--- src/rtl/bcd_stopwatch_core_if.sv ---
// rtl/bcd_stopwatch_core_if.sv - command, status and display signal bundle for bcd_stopwatch_core
//
// Purpose: groups the controller-facing commands, the status/count outputs and
//          the 7-segment display outputs of the stopwatch core.
// Signals:
//   en, start, stop, clear, load, load_val, down, lap  commands into the core
//   running, expired, wrap, count_bcd                   status out of the core
//   seg, dp, an                                         display drive, active-low
// Modports: master drives commands and observes status; slave is the core.
interface bcd_stopwatch_core_if #(
    parameter int NUM_DIGITS = 4
);
    logic                    en;
    logic                    start;
    logic                    stop;
    logic                    clear;
    logic                    load;
    logic [4*NUM_DIGITS-1:0] load_val;
    logic                    down;
    logic                    lap;
    logic                    running;
    logic                    expired;
    logic                    wrap;
    logic [4*NUM_DIGITS-1:0] count_bcd;
    logic [6:0]              seg;
    logic                    dp;
    logic [NUM_DIGITS-1:0]   an;

    modport master (
        output en, start, stop, clear, load, load_val, down, lap,
        input  running, expired, wrap, count_bcd, seg, dp, an
    );

    modport slave (
        input  en, start, stop, clear, load, load_val, down, lap,
        output running, expired, wrap, count_bcd, seg, dp, an
    );
endinterface

--- src/rtl/bcd_stopwatch_core.sv ---
// rtl/bcd_stopwatch_core.sv - BCD stopwatch/countdown timer with multiplexed 7-segment driver
//
// Purpose: N-digit BCD up/down counter stepped by a prescaler, with run/pause
//          control, preset load, lap display hold, expiry, and a scanned
//          7-segment display of either the live or the held count.
// Ports:
//   clock  in  system clock
//   reset  in  asynchronous, active-high
//   bus    slave modport of bcd_stopwatch_core_if (commands, status, display)
module bcd_stopwatch_core #(
    parameter int NUM_DIGITS = 4,
    parameter int TICK_DIV   = 100000,
    parameter int SCAN_BITS  = 16,
    parameter int DP_POS     = 3
) (
    input  logic                   clock,
    input  logic                   reset,
    bcd_stopwatch_core_if.slave    bus
);

    localparam int W  = 4 * NUM_DIGITS;
    localparam int PW = (TICK_DIV > 1) ? $clog2(TICK_DIV) : 1;
    localparam int IW = $clog2(NUM_DIGITS);

    localparam logic [PW-1:0] PRESC_LAST = PW'(TICK_DIV - 1);
    localparam logic [IW-1:0] IDX_LAST   = IW'(NUM_DIGITS - 1);

    typedef enum logic [1:0] {
        ST_IDLE,
        ST_RUN,
        ST_PAUSED,
        ST_DONE
    } state_t;

    state_t          state_q, state_d;
    logic [W-1:0]    count_q, count_d;
    logic [PW-1:0]   presc_q, presc_d;
    logic            dir_q, dir_d;
    logic            hold_q, hold_d;
    logic [W-1:0]    disp_q, disp_d;
    logic            wrap_q, wrap_d;
    logic [SCAN_BITS-1:0] scan_q;
    logic [IW-1:0]   idx_q;

    logic [W-1:0]    up_val;
    logic            up_all9;
    logic [W-1:0]    dn_val;
    logic [W-1:0]    sat_val;
    logic            count_zero;
    logic            dn_zero;
    logic            carry;
    logic            borrow;

    // BCD ripple increment: a digit only changes while a carry reaches it.
    // A carry surviving past the top digit means every digit was 9.
    always_comb begin
        up_val = count_q;
        carry  = 1'b1;
        for (int i = 0; i < NUM_DIGITS; i++) begin
            if (carry) begin
                if (count_q[4*i +: 4] == 4'd9) begin
                    up_val[4*i +: 4] = 4'd0;
                end else begin
                    up_val[4*i +: 4] = count_q[4*i +: 4] + 4'd1;
                    carry            = 1'b0;
                end
            end
        end
        up_all9 = carry;
    end

    // BCD ripple decrement; only used when the count is non-zero.
    always_comb begin
        dn_val = count_q;
        borrow = 1'b1;
        for (int i = 0; i < NUM_DIGITS; i++) begin
            if (borrow) begin
                if (count_q[4*i +: 4] == 4'd0) begin
                    dn_val[4*i +: 4] = 4'd9;
                end else begin
                    dn_val[4*i +: 4] = count_q[4*i +: 4] - 4'd1;
                    borrow           = 1'b0;
                end
            end
        end
    end

    // Preset digits above 9 are clamped so the count always holds valid BCD.
    always_comb begin
        sat_val = '0;
        for (int i = 0; i < NUM_DIGITS; i++) begin
            sat_val[4*i +: 4] = (bus.load_val[4*i +: 4] > 4'd9) ? 4'd9 : bus.load_val[4*i +: 4];
        end
    end

    assign count_zero = (count_q == '0);
    assign dn_zero    = (dn_val == '0);

    always_ff @(posedge clock or posedge reset) begin
        if (reset) begin
            state_q <= ST_IDLE;
            count_q <= '0;
            presc_q <= '0;
            dir_q   <= 1'b0;
            hold_q  <= 1'b0;
            disp_q  <= '0;
            wrap_q  <= 1'b0;
        end else begin
            state_q <= state_d;
            count_q <= count_d;
            presc_q <= presc_d;
            dir_q   <= dir_d;
            hold_q  <= hold_d;
            disp_q  <= disp_d;
            wrap_q  <= wrap_d;
        end
    end

    // Command priority: clear > load > stop > start. Lap is independent of
    // stop/start but is dropped whenever clear or an accepted load wins.
    always_comb begin
        state_d = state_q;
        count_d = count_q;
        presc_d = presc_q;
        dir_d   = dir_q;
        hold_d  = hold_q;
        disp_d  = disp_q;
        wrap_d  = 1'b0;

        if (bus.clear) begin
            state_d = ST_IDLE;
            count_d = '0;
            presc_d = '0;
            hold_d  = 1'b0;
        end else if (bus.load && (state_q != ST_RUN)) begin
            state_d = (state_q == ST_PAUSED) ? ST_PAUSED : ST_IDLE;
            count_d = sat_val;
            presc_d = '0;
            hold_d  = 1'b0;
        end else begin
            if (bus.lap && ((state_q == ST_RUN) || (state_q == ST_PAUSED))) begin
                hold_d = ~hold_q;
                if (!hold_q) begin
                    disp_d = count_q;
                end
            end

            case (state_q)
                ST_IDLE: begin
                    if (bus.start && !bus.stop) begin
                        dir_d   = bus.down;
                        presc_d = '0;
                        state_d = (bus.down && count_zero) ? ST_DONE : ST_RUN;
                    end
                end
                ST_RUN: begin
                    if (bus.stop) begin
                        state_d = ST_PAUSED;
                    end else if (bus.en) begin
                        if (presc_q == PRESC_LAST) begin
                            presc_d = '0;
                            if (!dir_q) begin
                                count_d = up_val;
                                wrap_d  = up_all9;
                            end else begin
                                // Never borrow below zero; a zero result expires.
                                if (!count_zero) begin
                                    count_d = dn_val;
                                end
                                if (count_zero || dn_zero) begin
                                    state_d = ST_DONE;
                                end
                            end
                        end else begin
                            presc_d = presc_q + PW'(1);
                        end
                    end
                end
                ST_PAUSED: begin
                    // Prescaler is left alone so the partial tick resumes.
                    if (bus.start && !bus.stop) begin
                        state_d = (dir_q && count_zero) ? ST_DONE : ST_RUN;
                    end
                end
                default: begin
                end
            endcase
        end
    end

    // Display scan: the digit index advances each time the scan counter wraps.
    always_ff @(posedge clock or posedge reset) begin
        if (reset) begin
            scan_q <= '0;
            idx_q  <= '0;
        end else begin
            scan_q <= scan_q + SCAN_BITS'(1);
            if (scan_q == {SCAN_BITS{1'b1}}) begin
                idx_q <= (idx_q == IDX_LAST) ? '0 : idx_q + IW'(1);
            end
        end
    end

    logic [W-1:0]          shown;
    logic [3:0]            digit;
    logic [6:0]            seg_c;
    logic [NUM_DIGITS-1:0] an_c;

    always_comb begin
        shown = hold_q ? disp_q : count_q;
        digit = 4'd0;
        an_c  = '1;
        for (int i = 0; i < NUM_DIGITS; i++) begin
            if (IW'(i) == idx_q) begin
                digit   = shown[4*i +: 4];
                an_c[i] = 1'b0;
            end
        end
    end

    always_comb begin
        case (digit)
            4'd0:    seg_c = 7'h40;
            4'd1:    seg_c = 7'h79;
            4'd2:    seg_c = 7'h24;
            4'd3:    seg_c = 7'h30;
            4'd4:    seg_c = 7'h19;
            4'd5:    seg_c = 7'h12;
            4'd6:    seg_c = 7'h02;
            4'd7:    seg_c = 7'h78;
            4'd8:    seg_c = 7'h00;
            4'd9:    seg_c = 7'h10;
            default: seg_c = 7'h3F;
        endcase
    end

    assign bus.running   = (state_q == ST_RUN);
    assign bus.expired   = (state_q == ST_DONE);
    assign bus.wrap      = wrap_q;
    assign bus.count_bcd = count_q;
    assign bus.seg       = seg_c;
    assign bus.an        = an_c;
    assign bus.dp        = (int'(idx_q) == DP_POS) ? 1'b0 : 1'b1;

endmodule

--- src/flat_wrapper.sv ---
// flat-port wrapper written by rule: the top's interface ports become plain ports
module bcd_stopwatch_core_flat 
#(
    parameter int NUM_DIGITS = 4,
    parameter int TICK_DIV   = 100000,
    parameter int SCAN_BITS  = 16,
    parameter int DP_POS     = 3
)
  (clock, reset, bus_en, bus_start, bus_stop, bus_clear, bus_load, bus_load_val, bus_down, bus_lap, bus_running, bus_expired, bus_wrap, bus_count_bcd, bus_seg, bus_dp, bus_an);
  bcd_stopwatch_core_if #(.NUM_DIGITS(NUM_DIGITS)) bus_i ();
  input  logic clock;
  input  logic reset;
  input wire logic [$bits(bus_i.en)-1:0] bus_en;
  input wire logic [$bits(bus_i.start)-1:0] bus_start;
  input wire logic [$bits(bus_i.stop)-1:0] bus_stop;
  input wire logic [$bits(bus_i.clear)-1:0] bus_clear;
  input wire logic [$bits(bus_i.load)-1:0] bus_load;
  input wire logic [$bits(bus_i.load_val)-1:0] bus_load_val;
  input wire logic [$bits(bus_i.down)-1:0] bus_down;
  input wire logic [$bits(bus_i.lap)-1:0] bus_lap;
  output wire logic [$bits(bus_i.running)-1:0] bus_running;
  output wire logic [$bits(bus_i.expired)-1:0] bus_expired;
  output wire logic [$bits(bus_i.wrap)-1:0] bus_wrap;
  output wire logic [$bits(bus_i.count_bcd)-1:0] bus_count_bcd;
  output wire logic [$bits(bus_i.seg)-1:0] bus_seg;
  output wire logic [$bits(bus_i.dp)-1:0] bus_dp;
  output wire logic [$bits(bus_i.an)-1:0] bus_an;
  assign bus_i.en = bus_en;
  assign bus_i.start = bus_start;
  assign bus_i.stop = bus_stop;
  assign bus_i.clear = bus_clear;
  assign bus_i.load = bus_load;
  assign bus_i.load_val = bus_load_val;
  assign bus_i.down = bus_down;
  assign bus_i.lap = bus_lap;
  assign bus_running = bus_i.running;
  assign bus_expired = bus_i.expired;
  assign bus_wrap = bus_i.wrap;
  assign bus_count_bcd = bus_i.count_bcd;
  assign bus_seg = bus_i.seg;
  assign bus_dp = bus_i.dp;
  assign bus_an = bus_i.an;
  bcd_stopwatch_core #(.NUM_DIGITS(NUM_DIGITS), .TICK_DIV(TICK_DIV), .SCAN_BITS(SCAN_BITS), .DP_POS(DP_POS)) u_core (.clock(clock), .reset(reset), .bus(bus_i));
endmodule
--- config.mk ---
export PLATFORM = sky130hd
export DESIGN_NAME = bcd_stopwatch_core_flat
export DESIGN_NICKNAME = d
export VERILOG_FILES = /design/src/rtl/bcd_stopwatch_core_if.sv /design/src/rtl/bcd_stopwatch_core.sv /design/src/flat_wrapper.sv
export SDC_FILE = /design/constraint.sdc
export NUM_CORES = 1
export LEC_CHECK = 0
export ABC_AREA = 0
export BUFFER_PORTS_ARGS = -buffer_cell sky130_fd_sc_hd__buf_2
export CORE_ASPECT_RATIO = 1.2
export CORE_MARGIN = 5
export CORE_UTILIZATION = 30
export CTS_CLUSTER_SIZE = 20
export DETAILED_ROUTE_END_ITERATION = 10
export GPL_TIMING_DRIVEN = 0
export PLACE_DENSITY_LB_ADDON = 0.08
export SYNTH_ARGS = -nofsm -noshare
export SYNTH_HDL_FRONTEND = slang
export SYNTH_SLANG_ARGS = --single-unit
--- constraint.sdc ---
create_clock -name clock -period 4.9 [get_ports clock]
set_input_delay 0.49 -clock clock [delete_from_list [all_inputs] [get_ports clock]]
set_output_delay 0.49 -clock clock [all_outputs]
set_load 0.05 [all_outputs]
Yosys cells after proc, flatten, opt, wreduce, memory -nomap -nowiden
Memories as Yosys holds them, arrays and structs flattened.
Cells that the tools add are included.
W data, S select, Z words.

word-level totals
  register bits = 72
  input port bits = 25
  output and inout port bits = 31
  memories kept = 1
  ROM bits = 112
  word-level logic and storage cells = 168

memories
  name             depth  bits a word  read ports  clocked after Yosys merged registers in  write ports  line                       text
  (no name shown)  16     7            1           0                                        0            bcd_stopwatch_core.sv:222  case (digit)

operators by class
  order comparisons = 4
  $add $sub $neg = 11
  reduce and logical (&&, ||, !) cells = 33
  muxes and demuxes = 79
  bitwise gates (word level) = 3
  eq/ne operators = 25

operator list
  cell                     count
  $mux W16                 9
  $mux W17                 6
  $mux W4                  22
  $pmux W17 S2             1
  $logic_not A16 Y1        2
  $mux W1                  27
  $mux W2                  13
  $reduce_and A6 Y1        3
  $add A17 B1 Y17 const B  1
  $eq A17 B17 Y1 const B   1
  $add A16 B1 Y16 const B  1
  $add A4 B1 Y4 const B    4
  $eq A16 B16 Y1 const B   1
  $eq A4 B4 Y1 const B     4
  $gt A4 B4 Y1 const B     4
  $logic_not A4 Y1         4
  $reduce_bool A4 Y1       4
  $sub A4 B1 Y4 const B    4
  $ne A5 B3 Y1 const B     3
  $ne A4 B3 Y1 const B     3
  $reduce_bool A3 Y1       4
  $reduce_and A4 Y1        2
  $reduce_and A7 Y1        1
  $eq A2 B2 Y1 const B     3
  other kinds (18)         28

Logic depth before layout (Yosys ltp)
  depth after elaboration = 15
  depth in mapped cells = 11
  mapped depth without buffers = 10

Least setup slack after synthesis
Ideal clock, no wire load.

  path kind = flip-flop to output port
  start point = register u_core.count_q[0], in the netlist u_core.bus.count_bcd[0]
  end point = output bus_seg[3]
  stages on the path, launching flop included = 9
  data arrival time = 2.814 ns
  required time = 4.410 ns
  buffers on the path = 1
  slack = 1.596 ns
  cell sequence = dfrtp_1 buf_2 mux2_2 a221o_1 a31oi_1 ha_1 nand2_1 a21oi_1 nor2_1

between the ends
  longest elaborated chain between the ends = 6

RTL lines
  what                      line                       text
  start: declaration        bcd_stopwatch_core.sv:36   logic [W-1:0] count_q, count_d;
  start signal: assignment  bcd_stopwatch_core.sv:110  count_q <= count_d;
  $mux W16                  bcd_stopwatch_core.sv:210  shown = hold_q ? disp_q : count_q;
  $mux W4 (4 in series)     bcd_stopwatch_core.sv:214  if (IW'(i) == idx_q) begin
  $mem_v2 Z16 W7            --
  end: declaration          flat_wrapper.sv:25         output wire logic [$bits(bus_i.seg)-1:0] bus_seg;

No other way between the ends.

Final worst setup path
  start point = register u_core.hold_q
  end point = output bus_seg[3]

between the ends
  longest elaborated chain between the ends = 6

RTL lines
  what                      line                       text
  start: declaration        bcd_stopwatch_core.sv:39   logic hold_q, hold_d;
  start signal: assignment  bcd_stopwatch_core.sv:113  hold_q <= hold_d;
  $mux W16 *                bcd_stopwatch_core.sv:210
  $mux W4 (3 in series)     bcd_stopwatch_core.sv:214
  $mux W4 *                 bcd_stopwatch_core.sv:214
  $mem_v2 Z16 W7 *          --

Every way passes the cells marked *; elsewhere a longest branch is shown, timed or not.

==> impl_metrics.env <==
export IMPL_outcome="completed"
export IMPL_gr_total_overflow=0
export IMPL_r2r_start="u_core.state_q[1]"
export IMPL_startpoint="u_core.hold_q"
export IMPL_p_leak_nw=2.606
export IMPL_path_clk_slew_ns=0.06
export IMPL_wirelength_mm=15.78
export IMPL_ys_ff_latch=72
export IMPL_fin_crit_sh=0.7227
export IMPL_synth_ff_type="dfrtp_1"
export IMPL_drv_cap=0
export IMPL_async_reset_ff_frac=1.000
export IMPL_worst_pin_slew_ns=0.8497
export IMPL_end_kind="output port"
export IMPL_fillers=1745
export IMPL_synth_fp_nets=653
export IMPL_synth_edff_count=0
export IMPL_max_freq_mhz=282.4
export IMPL_cts_buffers=9
export IMPL_setup_viol=0
export IMPL_peakVddDrop_mv=0.1419
export IMPL_pwr_share_comb=0.338
export IMPL_num_vias=4750
export IMPL_grt_pass1_vias=4648
export IMPL_grtUsageTotal=0.1599
export IMPL_firstDrtPassIters=5
export IMPL_gp_congestion=0.8458
export IMPL_fin_worst_skew_ns=0.007584
export IMPL_arrival_ns=3.05
export IMPL_fin_crit_ns=3.541
export IMPL_tns_ns=0
export IMPL_routedWlPerCell_um=17.77
export IMPL_drt_iter0_markers=345
export IMPL_cts_hold_buf=0
export IMPL_drive_above_1_share=0.1935
export IMPL_die_x_um=130.2
export IMPL_cts_tree="built"
export IMPL_cp_max_fo=10
export IMPL_synthToLayoutAreaGrowth_pct=16.67
export IMPL_syn_instance_count=600
export IMPL_switching_share=0.3900
export IMPL_pwr_share_clk=0.318
export IMPL_yosys_area_top_type_share=0.3463
export IMPL_post_cts_buffers=0
export IMPL_syn_avg_cell_area_um2=8.671
export IMPL_grt_max_degree=56
export IMPL_fin_nets=720
export IMPL_clock_sinks=72
export IMPL_route_detailed_drc=0
export IMPL_synth_commonest_cells="dfrtp_1, nand2_1, nor2_1"
export IMPL_timing_slew_headroom=0.4264
export IMPL_hold_viol=0
export IMPL_cts_resized=0
export IMPL_intPower_mw=1.261
export IMPL_insertion_delay_ns=0.35
export IMPL_synth_area_leader_cell="dfrtp_1"
export IMPL_power_density_mw_per_mm2=340.5
export IMPL_synthTopCellsByArea="dfrtp_1, ha_1, mux2_2"
export IMPL_slowest_delay_ns=0.42
export IMPL_htree_num_levels=3
export IMPL_yosys_warnings=0
export IMPL_critPathRequiredTime_ns=4.41
export IMPL_avgViaCountPerCell=5.349
export IMPL_clk_path_buf_depth=2
export IMPL_synth_most_common_cell="dfrtp_1"
export IMPL_p_seq_frac=0.344
export IMPL_finalPower_mw=2.067
export IMPL_row_count=52
export IMPL_hpwl_mm=11.70
export IMPL_cpMostUsedCell="buf_2"
export IMPL_grt_pass1_wl_mm=25.15
export IMPL_rsz0062_at_grt="no"
export IMPL_die_h_um=154.3
export IMPL_fp_coreArea_mm2=0.01698
export IMPL_pin_count=56
export IMPL_ant_nets=0
export IMPL_drv_slew=0
export IMPL_cpMaxStageDelayCell="a31oi_1"
export IMPL_critPathKind="reg -> out"
export IMPL_die_area_mm2=0.02009
export IMPL_path_cells="buf_2 > mux2_2 > a221o_1 > a31oi_1 > inv_1 > ha_1 > nand2b_1 > a21oi_1 > nor2_1 > buf_2"
export IMPL_cp_start_kind="flip-flop"
export IMPL_p_sw_mw=0.8061
export IMPL_port_buffers=55
export IMPL_synth_seq_area_share=0.3463
export IMPL_synth_area_mm2=0.005202
export IMPL_yosysUniqueCellTypes=72
export IMPL_cts_root_buf="clkbuf_16"
export IMPL_grt_antenna_before_repair=0
export IMPL_insertedDiodeCount=0
export IMPL_start_util=0.3064
export IMPL_hold_class="in -> async"
worst max-delay path: cells and delay by family (launching register included):
kind                       cells  cell delay, ns
buffers and inverters          3            0.62
adders and majority gates      1            0.20
AOI/OAI and AO/OA              3            0.92
muxes                          1            0.38
DFF                            1            0.38
and+or+nand+nor                2            0.20
power groups by stage:
| stage | clock, mW | combinational [mW] | sequential, mW |
|---|---|---|---|
| 2_1_floorplan | 0 | 0.457 | 0.764 |
| 3_3_place_gp | 0 | 0.692 | 0.720 |
| 3_5_place_dp | 0 | 0.697 | 0.722 |
| 4_1_cts | 0.682 | 0.700 | 0.712 |
| 5_1_grt | 0.701 | 0.763 | 0.719 |
| 6_report | 0.658 | 0.699 | 0.710 |
final timing paths:
kind,cells after the start,end,slack (ns)
setup reg to reg,8,u_core.disp_q[9],1.79
hold reg to reg,1,u_core.scan_q[0],0.46
max in group asynchronous,3,u_core.disp_q[3],4.26
hold / removal,2,u_core.presc_q[13],0.09
min in group clock,2,u_core.dir_q,0.41
setup / recovery,10,bus_seg[3],1.36
cell families after synthesis:
kind of cell,after synthesis,synth area share
adder cells (fa/ha/maj),28,0.06734
XOR/XNOR,26,0.04377
AO/OA/AOI/OAI,148,0.1922
AND/OR/NAND/NOR,225,0.2210
multiplexers,37,0.08009
flip-flops,72,0.3463
buffers and inverters,64,0.04930
cells in the final DEF (no fill, tap or decap), types with 4 or more instances in the layout:
cell / n
nor2_1: 50
nand4_1: 10
mux2_2: 29
buf_2: 62
a221oi_1: 4
dfrtp_1: 72
o31ai_1: 11
xor2_1: 10
and3_1: 8
nand2b_1: 8
nand3_1: 22
inv_1: 32
nor3b_1: 6
clkbuf_1: 19
nor3_1: 12
a21oi_1: 32
o41ai_1: 5
nor2b_1: 7
a211oi_1: 7
xnor2_1: 16
o211ai_1: 6
ha_1: 28
or3_1: 5
o22ai_1: 4
nand3b_1: 6
o21ai_0: 32
clkbuf_16: 9
mux2i_1: 6
a31oi_1: 11
nand2_1: 67
cell type report:
class                      instances  area [µm²]  area share
tap                              216       270.3     0.04453
sequential                        72        1802      0.2968
timing repair buffer              56       302.8     0.04989
buffer                            31       132.6     0.02185
clock buffer                      11       252.7     0.04164
clock inverter                     5       38.79    0.006390
multi-input combinational        464        3144      0.5180
inverter                          33       126.4     0.02082
per-stage QoR:
stage	cells	cell area, µm²	util	hold slack [ns]	setup WS, ns
final	888	6070	0.3574	0.08581	1.359
after global routing	888	6070	0.3574	0.09640	1.149
after CTS	888	6070	0.3574	0.08165	1.351
after detailed placement	872	5778	0.3403	0.4527	1.754
after global placement	871	5748	0.3385	0.4371	1.470
after floorplan	600	5202	-	0.4224	1.596
sequential cells by signal (all words and copies together) (netlist names), 2 cells and up:
register,count
u_core.presc_q,17
u_core.state_q,2
u_core.disp_q,16
u_core.idx_q,2
u_core.scan_q,16
u_core.bus.count_bcd,16
routing by layer:
layer	vias up	wire length [µm]	track usage
li1	2313	-	-
met1	2319	7098	0.2042
met2	90	7680	0.2648
met3	28	614	0.02863
met4	0	389	0.06436
met5	-	0	0
Note: power is estimated with default switching activity, not from simulation.
